==> src/rtl/load_store_unit.sv <==
// Load/store unit: ready-handshake bus access with sized, sign/zero-extended loads.
// Optional bus timeout counter is built when LSU_TIMEOUT_EN is defined.
module load_store_unit #(
    parameter int XLEN    = 32,
    parameter int ADDR_W  = 32,
    parameter int TIMEOUT = 15
) (
    input  logic                clk,
    input  logic                reset,
    input  logic                req_read,
    input  logic                req_write,
    input  logic [2:0]          funct3,
    input  logic [ADDR_W-1:0]   addr,
    input  logic [XLEN-1:0]     wdata,
    output logic [XLEN-1:0]     rdata,
    output logic                stall,
    output logic                misaligned,
    output logic                bus_error,
    output logic [ADDR_W-1:0]   bus_addr,
    output logic [XLEN-1:0]     bus_wdata,
    output logic [XLEN/8-1:0]   bus_be,
    output logic [1:0]          bus_mode,
    input  logic [XLEN-1:0]     bus_rdata,
    input  logic                bus_ready
);

    localparam int BE_W  = XLEN / 8;
    localparam int OFF_W = $clog2(BE_W);

    typedef enum logic [1:0] {
        S_IDLE,
        S_ACCESS,
        S_DONE
    } state_t;

    state_t r_state;
    state_t w_next;

    logic              w_req;
    logic              w_size_ok;
    logic              w_aligned;
    logic              w_fault;
    logic              w_start;
    logic              w_done;
    logic              w_timeout;
    logic [OFF_W-1:0]  w_off;
    logic [BE_W-1:0]   w_mask;
    logic [XLEN-1:0]   w_wdata_rep;
    logic [XLEN-1:0]   w_shifted;
    logic [XLEN-1:0]   w_load;

    logic [XLEN-1:0]   r_rdata;
    logic [ADDR_W-1:0] r_bus_addr;
    logic [XLEN-1:0]   r_bus_wdata;
    logic [BE_W-1:0]   r_bus_be;
    logic [1:0]        r_bus_mode;
    logic [OFF_W-1:0]  r_off;
    logic [2:0]        r_funct3;

    assign w_req = req_read | req_write;
    assign w_off = addr[OFF_W-1:0];

    // Stores never carry a sign bit; 64-bit sizes and LWU exist only on a 64-bit datapath.
    always_comb begin
        w_size_ok = 1'b0;
        case (funct3)
            3'b000, 3'b001, 3'b010: w_size_ok = 1'b1;
            3'b011:                 w_size_ok = (XLEN == 64);
            3'b100, 3'b101:         w_size_ok = ~req_write;
            3'b110:                 w_size_ok = (XLEN == 64) && !req_write;
            default:                w_size_ok = 1'b0;
        endcase
    end

    always_comb begin
        w_aligned   = 1'b1;
        w_mask      = '1;
        w_wdata_rep = wdata;
        case (funct3[1:0])
            2'd0: begin
                w_mask      = BE_W'(1);
                w_wdata_rep = {BE_W{wdata[7:0]}};
            end
            2'd1: begin
                w_aligned   = ~addr[0];
                w_mask      = BE_W'(3);
                w_wdata_rep = {(XLEN/16){wdata[15:0]}};
            end
            2'd2: begin
                w_aligned   = (addr[1:0] == 2'b00);
                w_mask      = BE_W'(15);
                w_wdata_rep = {(XLEN/32){wdata[31:0]}};
            end
            default: begin
                w_aligned   = (addr[2:0] == 3'b000);
            end
        endcase
    end

    assign w_fault    = w_req & (~w_size_ok | ~w_aligned);
    assign w_start    = (r_state == S_IDLE) & w_req & ~w_fault;
    assign w_done     = (r_state == S_ACCESS) & (bus_ready | w_timeout);
    assign stall      = w_start | (r_state == S_ACCESS);
    assign misaligned = (r_state == S_IDLE) & w_fault;

    assign w_shifted = bus_rdata >> {r_off, 3'b000};

    always_comb begin
        w_load = '0;
        case (r_funct3)
            3'b000:  w_load = XLEN'($signed(w_shifted[7:0]));
            3'b001:  w_load = XLEN'($signed(w_shifted[15:0]));
            3'b010:  w_load = XLEN'($signed(w_shifted[31:0]));
            3'b011:  w_load = w_shifted;
            3'b100:  w_load = XLEN'(w_shifted[7:0]);
            3'b101:  w_load = XLEN'(w_shifted[15:0]);
            3'b110:  w_load = XLEN'(w_shifted[31:0]);
            default: w_load = '0;
        endcase
    end

    always_comb begin
        w_next = r_state;
        case (r_state)
            S_IDLE:   if (w_start) w_next = S_ACCESS;
            S_ACCESS: if (bus_ready || w_timeout) w_next = S_DONE;
            S_DONE:   w_next = S_IDLE;
            default:  w_next = S_IDLE;
        endcase
    end

    // NOTE: sequential state uses non-blocking assignments so every register samples pre-edge values.
    always_ff @(posedge clk) begin
        if (reset) begin
            r_state <= S_IDLE;
        end else begin
            r_state <= w_next;
        end
    end

    always_ff @(posedge clk) begin
        if (reset) begin
            r_rdata     <= '0;
            r_bus_addr  <= '0;
            r_bus_wdata <= '0;
            r_bus_be    <= '0;
            r_bus_mode  <= 2'b00;
            r_off       <= '0;
            r_funct3    <= 3'b000;
        end else if (w_start) begin
            r_bus_addr  <= {addr[ADDR_W-1:OFF_W], {OFF_W{1'b0}}};
            r_bus_mode  <= req_write ? 2'b10 : 2'b01;
            r_bus_be    <= w_mask << w_off;
            r_bus_wdata <= w_wdata_rep;
            r_off       <= w_off;
            r_funct3    <= funct3;
        end else if (w_done) begin
            // A timed-out read returns zero just like a store does.
            r_rdata    <= (r_bus_mode == 2'b01 && bus_ready) ? w_load : '0;
            r_bus_mode <= 2'b00;
            r_bus_be   <= '0;
        end
    end

`ifdef LSU_TIMEOUT_EN
    logic [7:0] r_tmo_cnt;
    logic       r_bus_error;

    assign w_timeout = ~bus_ready & (r_tmo_cnt == 8'(TIMEOUT - 1));

    always_ff @(posedge clk) begin
        if (reset) begin
            r_tmo_cnt   <= 8'd0;
            r_bus_error <= 1'b0;
        end else begin
            r_bus_error <= (r_state == S_ACCESS) & w_timeout;
            if (w_start) begin
                r_tmo_cnt <= 8'd0;
            end else if (r_state == S_ACCESS) begin
                r_tmo_cnt <= r_tmo_cnt + 8'd1;
            end
        end
    end

    assign bus_error = r_bus_error;
`else
    logic w_unused_timeout;

    assign w_unused_timeout = |8'(TIMEOUT);
    assign w_timeout        = 1'b0;
    assign bus_error        = 1'b0;
`endif

    assign rdata     = r_rdata;
    assign bus_addr  = r_bus_addr;
    assign bus_wdata = r_bus_wdata;
    assign bus_be    = r_bus_be;
    assign bus_mode  = r_bus_mode;

endmodule

==> config.mk <==
export PLATFORM = sky130hd
export DESIGN_NAME = load_store_unit
export DESIGN_NICKNAME = d
export VERILOG_FILES = /design/src/rtl/load_store_unit.sv
export SDC_FILE = /design/constraint.sdc
export NUM_CORES = 1
export LEC_CHECK = 0
export ABC_AREA = 1
export BUFFER_PORTS_ARGS = -buffer_cell sky130_fd_sc_hd__buf_2
export CAP_MARGIN = 20
export CORE_MARGIN = 2
export CORE_UTILIZATION = 43
export CTS_CLUSTER_DIAMETER = 60
export DETAILED_ROUTE_END_ITERATION = 6
export PLACE_DENSITY = 0.76
export SYNTH_ARGS = -nofsm -noshare
export SYNTH_HDL_FRONTEND = slang
export SYNTH_SLANG_ARGS = --single-unit
==> constraint.sdc <==
create_clock -name clk -period 1.2 [get_ports clk]
set_clock_uncertainty 0.05 [all_clocks]
set_input_delay 0.12 -clock clk [delete_from_list [all_inputs] [get_ports clk]]
set_output_delay 0.12 -clock clk [all_outputs]
set_load 0.03 [all_outputs]
==> results of run 1 <==
-- path summary, 6_finish.rpt --
check,from,endpoint,slack [ns],cells after the start
max,r_state[0],bus_addr[12],-0.30,9
min,wdata[7],bus_wdata[7],0.01,3
max reg2reg,r_state[0],bus_addr[12],-0.30,9
min reg2reg,bus_wdata[17],bus_wdata[17],0.41,2
-- layout make-up --
type / instances / area, µm²
clock buffers: 11 / 254.0
clock inverters: 5 / 88.84
fillers: 748 / 2835
inverters: 20 / 92.59
multi-input cells: 556 / 2935
flip-flops and latches: 107 / 2153
well taps: 140 / 175.2
repair buffers: 328 / 2449
-- worst reg2reg max path, delay by kind of cell (launching register included) --
kind | cells | cell delay [ns]
AOI/OAI and AO/OA | 1 | 0.14
buffers and inverters | 4 | 0.58
DFF | 1 | 0.33
and+or+nand+nor | 4 | 0.35
-- per-stage QoR --
| step | hold slack [ns] | TNS (ns) | setup slack [ns] | area, µm² | utilization (%) |
|---|---|---|---|---|---|
| after CTS | 0.001890 | -23.25 | -0.3276 | 7858 | 71.54 |
| after global placement | 0.3181 | -9.948 | -0.1730 | 6354 | 57.85 |
| after global routing | 0.01921 | -29.99 | -0.3809 | 8148 | 74.19 |
| final | 0.01308 | -21.87 | -0.3022 | 8148 | 74.19 |
| after detailed placement | 0.3235 | -13.91 | -0.2465 | 6354 | 57.85 |
| after floorplan | 0.2069 | -2.522 | -0.06552 | 4954 | - |
-- cell families after synthesis --
group	Yosys count	share of synthesized area (%)
AOI/OAI and AO/OA	154	16.31
DFF	107	43.77
and+or+nand+nor	398	32.57
buffers and inverters	75	7.262
other	1	0.07663
-- what timing repair did --
action,CTS,global route
gates resized for setup,117,64
gates cloned,13,1
hold endpoints to repair,37,0
buffers inserted,14,2
hold buffers,37,0
setup endpoints to repair,107,108
pin swaps,52,37
-- sequential cells by signal, summed over array words and instances (netlist names) --
register	cells
bus_addr	30
bus_be	4
bus_mode	2
bus_wdata	32
r_funct3	3
r_off	2
r_state	2
rdata	32
-- layer usage --
metal | routed length [µm] | track usage (%)
met2 | 9447 | 50.55
met5 | 0 | 0
met1 | 7192 | 34.03
met3 | 1812 | 10.39
met4 | 815 | 11.75
-- layout by cell type, fill, tap and decap left out, drive strengths merged, types with 8 or more instances in the layout --
cell type,count
a21oi,111
buf,287
clkbuf,12
dfxtp,107
dlygate4sd3,37
inv,22
nand2,309
nand3,44
nor2,36
o211ai,8
o21ai,32
-- where the power goes --
part,switching (mW),total (mW),leakage [nW],internal (mW)
clock,1.40,3.39,0.168,1.99
sequential,0.0963,3.81,0.873,3.71
combinational,1.69,3.00,2.75,1.32
==> results summary, run 1 <==
The synthesized netlist cell count is 735. After synthesis, the cell types taking the most area are dfxtp_1, nand2_1, a21oi_1, nand3_1, o21ai_0. The power after layout came out at about 10 mW.

The number of failing hold endpoints at the final stage came to 0. The signal on the critical path passes through inv_2 -> nand2_2 -> nor2_4 -> nand3_4 -> buf_4 -> clkinv_8 -> bufbuf_16 -> nand2_1 -> a21oi_2. The leakage power of the design came out at 3.795 nW. The sum of routed wire length over all layers came out at 19270 µm. dfxtp_1 takes more of the synthesized area than any other cell.

The post-synthesis average cell area is 6.658 µm². The overall global routing resource usage came out at approximately 30%. The period utilization came out at 125.2%. STA classifies the critical path endpoint as a flop. CTS placed an instance of clkbuf_16 at the clock tree root. CTS built an H-tree with a depth of 3. The required time at the worst-slack endpoint came out at 1.44 ns. The power density normalized to cell area came out at 1252 mW/mm². The biggest cell delay along the critical path came out at about 0.33 ns. Across the VDD grid, the largest voltage drop is 936.2 µV.

The path class of the tightest hold or removal check is in -> reg. The initial antenna violation count came out at 0. The cell area after synthesis came out at 0.004893 mm².

The number of nets in the final layout is between 1000 and 1500. In this run, distinct cell masters in the synthesized netlist total 23. The count of placed standard cells in the final layout, fillers left out came out at 1167. The slowest library cell on the worst path is dfxtp_2.

The flip-flop and latch count after synthesis is approximately 110. The number of global-route vias before repair came out at about 6000. The final reports fail on negative setup slack. The fraction of layout cells with a size suffix above 1 is a little over two fifths. The clock passes through at most 2 buffers.

Ranked by instance count, the synthesized netlist is headed by nand2_1, a21oi_1, dfxtp_1. The most common cell in the synthesized netlist is nand2_1. The kind of cell adding the most delay to the critical path is buffers and inverters.

After global routing the overflow that remains totals 0. The vias after detailed routing is 6226. The CTS buffer count is 9.

The placeable core area came out at 0.01098 mm². The biggest fanout along the worst timing path came out at 8. Of the synthesized area, sequential elements account for 43.77%. The via density per instance came out at 5.335. Among all flip-flop cells after synthesis, the most frequent one is dfxtp_1.

Once routing completed, OpenROAD measured the worst setup slack at -0.3022 ns. Counting every sink on the clock net gives between 100 and 150. The number of inserted diodes is 0.

After detailed routing, the average wire length per cell comes to 16.51 µm. Timing would allow up to 665.7 MHz. The proportion of register bits with asynchronous set or reset after synthesis came out at 0%. The DRC violation count after routing is 0. The number of buffers and inverters on the critical path is 4. The effective utilization at floorplan came out at between 40% and 50%. The area fraction of the dominant cell type after synthesis is 43.77%. The post-synthesis to final-layout area growth came out at 66.50%. The first detailed-routing pass ran for 6 iterations.

In this run the remaining antenna-violating nets after routing total 0. The number of max-cap violations is 0. The number of I/O port buffers is 205. The max-slew violation total from the final report was 0. The clock period minus final worst setup slack came out at ~1.5 ns. The worst setup path is of the reg -> reg kind. The site row count came out at 38. Setup repair after global routing could not meet its margin everywhere. The endpoint arrival time on the critical path came out at 1.74 ns.

The cell count after placement came out at 1084. The run finished, with violations left. Routability-driven placement finished with a final weighted congestion of just over 0.9.

The die height is 110.7 µm. The insertion delay to the later sink of the worst-skew pair came out at 0.35 ns. The clock slew seen by the registers of the worst setup and hold paths came out at about 0.080 ns. The global-route wire length before repair came out at about 30000 µm. Setup violations remaining at the end of the flow were counted as 107.

The number of synthesis warnings came out at 0. From left edge to right edge, the die measures ~110 µm. The number of synthesized flops with an enable pin is 0. The CTS tree is done. The detailed router finished its first iteration with 541 violations. The floorplan step defined a die boundary enclosing around 0.012 mm². Detailed placement ended at an HPWL of 11020 µm. STA classifies the critical path startpoint as a flop. 209 I/O pins were placed. The largest net degree at the start of global routing came out at 40.
Power figures use the tool's default switching activity.
==> run 2: changes to the inputs <==
- SKIP_CTS_REPAIR_TIMING: not set -> 1
==> run 2 against run 1 <==
  * The flow finishes with violations (negative hold slack, negative setup slack)
  * Worst setup slack worse by 0.072 ns
  * First-iteration DRC count up 3.3%
  * Sequential power about the same
  * Clock-buffer cell count is the same
  * Maximum frequency fell by 4.6%
  * Global-route usage down 5.9 points
  * Power shrank 3.4%
  * Register-to-register slack got worse by 0.06 ns
  * Sequential share of layout area up 1.4 points
  * Hold slack got worse by 0.035 ns
  * Highest routed layer unchanged
==> results summary, run 2 (synthesis results as in run 1) <==
The flow ran to the end, but the final reports show violations. The checks that failed: negative hold slack, negative setup slack. The initial antenna violation count is 0. The site row count came out at 38. The clock period minus final worst setup slack came out at 1.574 ns.

The insertion delay to the later sink of the worst-skew pair is 0.36 ns. The full die area is 0.01225 mm². The endpoint kind of the worst setup timing path is an output pin. The tightest hold path in the finished design has a slack of -0.02183 ns. Entering global routing, the biggest net connects 40 pins. The fraction of layout cells with a size suffix above 1 is 36.87%. The clock slew seen by the registers of the worst setup and hold paths came out at 0.08 ns. The routed wire length per instance is 15.49 µm. Timing would allow up to 635.3 MHz. The most common cell after layout, fill and taps aside is nand2_1. Once routing completed, OpenROAD measured the worst setup slack at -0.3742 ns.

The worst ir drop on vdd is 976.3 µV. The total negative setup slack is -22.74 ns. The number of failing hold endpoints at the final stage is 3.

The number of logic stages on the critical path including buffering came out at 7. The deepest clock path buffer count came out at 2. The endpoint arrival time on the critical path is 1.40 ns. The post-synthesis to final-layout area growth came out at 58.07%. The die height is between 100 and 150 µm.

The remaining global-route overflow came out at 0. The H-tree generated during clock tree synthesis spans 3 levels. The slowest library cell on the worst path is dfxtp_2. The estimated wirelength of the detail-placed design came out at 11020 µm. The required time at the worst-slack endpoint came out at 1.03 ns. After detailed placement, the total cell area comes to 0.006354 mm². The number of max-cap violations came out at 0. The share of the core filled with cells in the final layout is 70.43%.

The repair_antennas step left the layout with diodes totalling 0. The design area came out at 0.007735 mm². The count of cells along the worst register-to-register path came out at 9. The effective utilization at floorplan is 44.55%. The CTS buffer count came out at 9. The overall global routing resource usage came out at 23.74%. The DRC violation count after routing is 0.

The count of buffering cells on the critical path with inverters included is 3. The global-route wire length before repair came out at 24230 µm. The number of nets with antenna violations after routing is 0. The via density per instance is 5.202. The number of global-route vias before repair came to 5106. Setup repair after global routing could not meet its margin everywhere. Setup violations remaining at the end of the flow were counted as 107. The length of the first detailed-routing pass in iterations is 6. The final estimated routing congestion in global placement is 0.9238. The sum of routed wire length over all layers came out at 17920 µm.

TritonCTS built the clock tree. The floorplan step set the die width to 110.7 µm. For this design the static power due to leakage is approximately 3.6 nW. The hold path depth came out at 3. The clock sink count came out at 107. In the finished design, the share of the clock period the worst path needs comes to 131.2%.

Grouping stages by cell kind, the critical path spends the most delay in buffers and inverters. The critical path is of the reg -> out type. The worst slack at placement is -0.2465 ns. The startpoint type of the worst setup path is a flop. The biggest fanout along the worst timing path came out at 4. For this run, the slowest stage of the critical path takes 0.33 ns.

The max-slew violation total from the final report came out at 0. The critical path goes through inv_2 -> nand2_2 -> nor2_4 -> nand3_4 -> buf_8 -> o21ai_4 -> buf_6. The boundary pin count is 209. At the end of the flow, the number of nets in the layout was approximately 1100. In the layout the commonest cells are nand2_1, buf_2, dfxtp_1. The starting DRC count in detailed routing is 559.

The placeable core area came out at around 0.011 mm². The root buffer cell chosen for the clock tree is clkbuf_16. The number of I/O port buffers came out at 205.

The power density normalized to cell area came out at between 1000 and 1500 mW/mm². The vias after detailed routing came out at 6019. The worst hold path belongs to the class in -> reg.
-- run 2: cell count changes in the layout (fill, tap and decap cells not counted), moves of 4 or more --
cell	before	now
a21oi_1	74	88
nand2_1	285	299
nand3_1	18	31
a21oi_2	36	23
nand3_2	13	6
nand3_4	13	7
buf_16	6	0
o21ai_2	11	7
clkbuf_16	11	18
nand2_2	22	7
o21ai_0	10	15
-- run 2: path summary, 6_finish.rpt --
path	endpoint	from	slack (ns)
setup / recovery	stall	r_state[1]	-0.37
hold / removal	bus_wdata[4]	wdata[4]	-0.02
setup reg to reg	bus_addr[15]	r_state[1]	-0.36
hold reg to reg	rdata[8]	rdata[8]	0.41
-- run 2: per-stage QoR --
| step | instances | power [mW] |
|---|---|---|
| floorplan | 737 | 5.142 |
| global placement | 1084 | 5.876 |
| detailed placement | 1084 | 5.894 |
| CTS | 1100 | 9.249 |
| global route | 1157 | 10.24 |
| finish | 1157 | 9.858 |
-- run 2: worst reg2reg max path, delay by kind of cell (launching register included) --
kind | cells | cell delay, ns
buffers and inverters | 4 | 0.53
flip-flops | 1 | 0.35
AND/OR/NAND/NOR | 4 | 0.33
AO/OA/AOI/OAI | 1 | 0.23
-- run 2: cell type report --
cell class / instances / area [µm²]
Timing Repair inverter: 1 / 8.758
Fill cell: 832 / 3248
Timing Repair Buffer: 317 / 2257
Clock inverter: 5 / 88.84
Multi-Input combinational cell: 556 / 2703
Clock buffer: 11 / 254.0
Inverter: 20 / 92.59
Sequential cell: 107 / 2156
Tap cell: 140 / 175.2
-- run 2: power by group --
group	switching, mW	internal (mW)
Combinational	1.53	1.12
Clock	1.41	1.99
Sequential	0.0981	3.71
Total	3.04	6.82
-- run 2: per-layer routing --
| layer | vias to the layer above | GRT usage (%) | routed length, µm |
|---|---|---|---|
| met5 | - | 0 | 0 |
| met1 | 2721 | 29.43 | 6859 |
| li1 | 2929 | - | - |
| met2 | 327 | 39.06 | 8719 |
| met3 | 42 | 8.693 | 1901 |
| met4 | 0 | 6.333 | 436 |
==> run 3: changes to the inputs <==
- ABC_AREA: 1 -> 0
==> run 3 against run 2 <==
  * The run still ends with negative hold slack, negative setup slack left
  * Worst setup slack lost 0.26 ns
  * Power shrank 6.7%
  * Sequential share of layout area shrank 0.48 points
  * Utilization grew 1.5 points
  * Sequential power is essentially flat
  * First-iteration DRC count shrank 33%
  * Register-to-register slack lost 0.27 ns
  * Largest power group unchanged
  * Highest routed layer unchanged
==> results summary, run 3 <==
The flow ran to the end, but the final reports show violations. The final reports fail on negative hold slack, negative setup slack. In this run the number of H-tree levels came out at 3. The final estimated routing congestion in global placement came out at 0.8209. The sum of routed wire length over all layers came out at 18140 µm.

The clock slew seen by the registers of the worst setup and hold paths is 0.07 ns. The overall global routing resource usage came out at 23.54%. The launch instance of the worst min-delay path is addr[24]. The power after layout came out at ~9.2 mW.

For this design, the slowest cell found on the critical path is dfxtp_4. The worst ir drop on vdd came out at 1019 µV. The number of failing hold endpoints at the final stage is 2. The cell internal power dissipation came out at 6.404 mW. After floorplanning, the core was sized to cover 0.01094 mm². The critical path is of the reg -> reg type. The estimated wirelength of the detail-placed design came out at between 10000 and 15000 µm. Setup violations remaining at the end of the flow were counted as about 110.

For the worst flop-to-flop path, the logic depth is 8. The tightest slew margin relative to the limit is 55.33%. In the layout the commonest cells are buf_2, dfxtp_1, nand2_1. The first routing iteration left 376 violations. Compared with the post-synthesis result, the final layout area differs by 61.60%. The clock period minus final worst setup slack came out at 1.832 ns. The required time at the worst-slack endpoint is 1.40 ns. Row generation in the floorplan step produced 38 rows. The length of the first detailed-routing pass in iterations is 5. The number of max-cap violations is 0.

The period utilization came out at 152.7%. Counting instances, the worst hold path has a depth of 3. The dominant register cell in the synthesized netlist is dfxtp_1.

The largest net degree at the start of global routing came out at 54. The share of total power consumed by net switching came out at 30.37%. The switching power total is 2.793 mW. The leakage power of the design came out at about 3.5 nW. Of the total power, registers draw 41.7%.

The worst min-delay path endpoint is bus_addr[24]. The tree is rooted in a clkbuf_16. The cell area after synthesis is 0.004865 mm².

The insertion delay to the later sink of the worst-skew pair came out at 0.35 ns. Clock tree synthesis found a total of 107 sinks. The vias after detailed routing came out at 5418. In this run the critical register-to-register path is captured at bus_wdata[9]. The maximum operating frequency came out at 545.9 MHz. The post-synthesis sequential area ratio came out at 44.03%. The worst-case setup margin in the final layout came out at -0.6318 ns. The number of inserted diodes came out at 0. At the end of the flow, the number of nets in the layout was 931. STA classifies the critical path startpoint as a flop. The number of nets with antenna violations after routing came out at 0. The power density normalized to cell area came out at 1170 mW/mm². The boundary pin count is 209. Adding up every negative setup slack in the final design gives -46.54 ns. The synthesized netlist cell count is about 570. The DRC violation count after routing came out at 0. The slack of the worst reg-to-reg path is -0.63 ns.

The startpoint of the worst-slack reg-to-reg timing path is r_state[0]. The fraction of layout cells with a size suffix above 1 came out at 51.68%. TritonCTS built the clock tree. The number of global-route vias before repair came to 4656. Traced cell by cell, the critical path runs through buf_6 -> nor2_4 -> buf_6 -> o221a_4 -> buf_8 -> clkbuf_16 -> nor2_1 -> a311oi_1. The die height came out at roughly 110 µm. The clock network accounts for between 30% and 40% of the total power. The distinct cell type count after synthesis came out at between 40 and 50. The initial antenna violation count was 0. The effective utilization at floorplan came out at 44.49%.

The worst hold margin is -0.03482 ns. The most common cell after layout, fill and taps aside is buf_2. The kind of path behind the tightest hold check is in -> reg. Setup repair after global routing could not meet its margin everywhere.

The biggest cell delay along the critical path is 0.36 ns. For this run, the number of Yosys warnings is 0. Fill cells in the final layout number 776. The post-synthesis average cell area came out at 8.595 µm². The die is 110.4 µm wide.

In this design, the critical path's most frequently occurring cell is buf_6. The share of synthesized area in the top cell type comes to 44.03%. By instance count, the leading cell after synthesis is nand2_1. The max-slew violation total from the final report came out at 0. The proportion of register bits with asynchronous set or reset after synthesis is 0%.

Of all nets on the critical path, the largest fanout is 7. The global-route wire length before repair is approximately 22000 µm. The flip-flop and latch count after synthesis came out at 107.

The number of I/O port buffers is 205. The relative contribution of combinational cells to total power is between 20% and 30%. The via density per instance came out at about 5.6.

The deepest clock path buffer count came out at 2. The routed wire length per instance came out at 18.66 µm. Yosys mapped a number of flops with a built-in enable equal to 0.

At the worst endpoint, the arrival time is 2.03 ns. Sorting the synthesized cells by area gives the leading types as dfxtp_1, nand2_1, a21oi_1, mux2i_1, a22oi_1. Of all cell types, the one taking the most synthesized area is dfxtp_1. The full die area is 0.01218 mm². The endpoint kind of the worst setup timing path is a flop. The remaining global-route overflow came out at 0.

Counting instances in the post-synthesis netlist gives the leading cell types as nand2_1, dfxtp_1, a21oi_1. The transition time at the pin with the least slew margin came out at 0.6700 ns. The share of the core filled with cells in the final layout came out at 71.89%. The CTS buffer count came out at 9.
-- run 3: cell types whose count changed after synthesis, moves of 8 or more --
cell	change
nand2_1	-180
a311oi_1	+8
mux2i_1	+24
buf_2	-13
clkbuf_1	+14
a211oi_1	+16
a21oi_1	-40
nand3_1	-35
inv_1	-14
a22oi_1	+30
mux2_2	+10
o21ai_0	-11
a211oi_2	+10
-- run 3: final cells by class --
type	instances	area, µm²	share of cell area, %
sequential	107	2153	27.39
clock buffer	15	287.8	3.661
tap	140	175.2	2.228
multi-input combinational	402	3068	39.03
inverter	3	11.26	0.1432
clock inverter	1	5.005	0.06366
timing repair buffer	304	2161	27.49
-- run 3: per-layer routing --
metal / track usage [%] / vias up / wire [µm]
li1: - / 2546 / -
met1: 26.81 / 2571 / 6794
met2: 40.89 / 251 / 9356
met3: 7.995 / 50 / 1419
met4: 8.571 / 0 / 568
met5: 0 / - / 0
-- run 3: worst max-delay path by stage --
stage / start / end / slack (ns) / cells past startpoint
after floorplan: r_off[0] / rdata[24] / -0.64 / 7
after global placement: r_off[0] / rdata[21] / -0.53 / 5
after detailed placement: r_off[0] / rdata[16] / -0.65 / 5
after CTS: r_off[0] / rdata[16] / -0.66 / 5
after global routing: r_off[0] / rdata[24] / -0.66 / 5
final: r_state[0] / bus_wdata[9] / -0.63 / 8
-- run 3: cells by family after synthesis --
group	count (synthesis)	synth area share, %
buffers and inverters	59	5.581
AO/OA/AOI/OAI	175	24.23
other	1	0.07709
flip-flops	107	44.03
AND/OR/NAND/NOR	183	15.59
multiplexers	41	10.49
-- run 3: power by group through the flow --
stage	registers [mW]	clock network [mW]	logic [mW]
2_1_floorplan	4.20	0	0.925
3_3_place_gp	3.88	0	1.75
3_5_place_dp	3.89	0	1.79
4_1_cts	3.81	2.96	1.80
5_1_grt	3.85	3.08	2.60
6_report	3.84	2.90	2.46
-- run 3: through the flow --
stage	worst slack, ns	area (µm²)	cells
after detailed placement	-0.6497	6372	905
after CTS	-0.6645	6665	921
after global routing	-0.6646	7861	972
after floorplan	-0.6420	5176	568
final	-0.6318	7861	972
after global placement	-0.5338	6372	905
-- run 3: worst max-delay path, delay by kind of cell (launching register included) --
family / cells / cell delay (ns)
flops: 1 / 0.36
compound gates: 2 / 0.47
buf+inv: 4 / 0.60
simple gates: 2 / 0.24
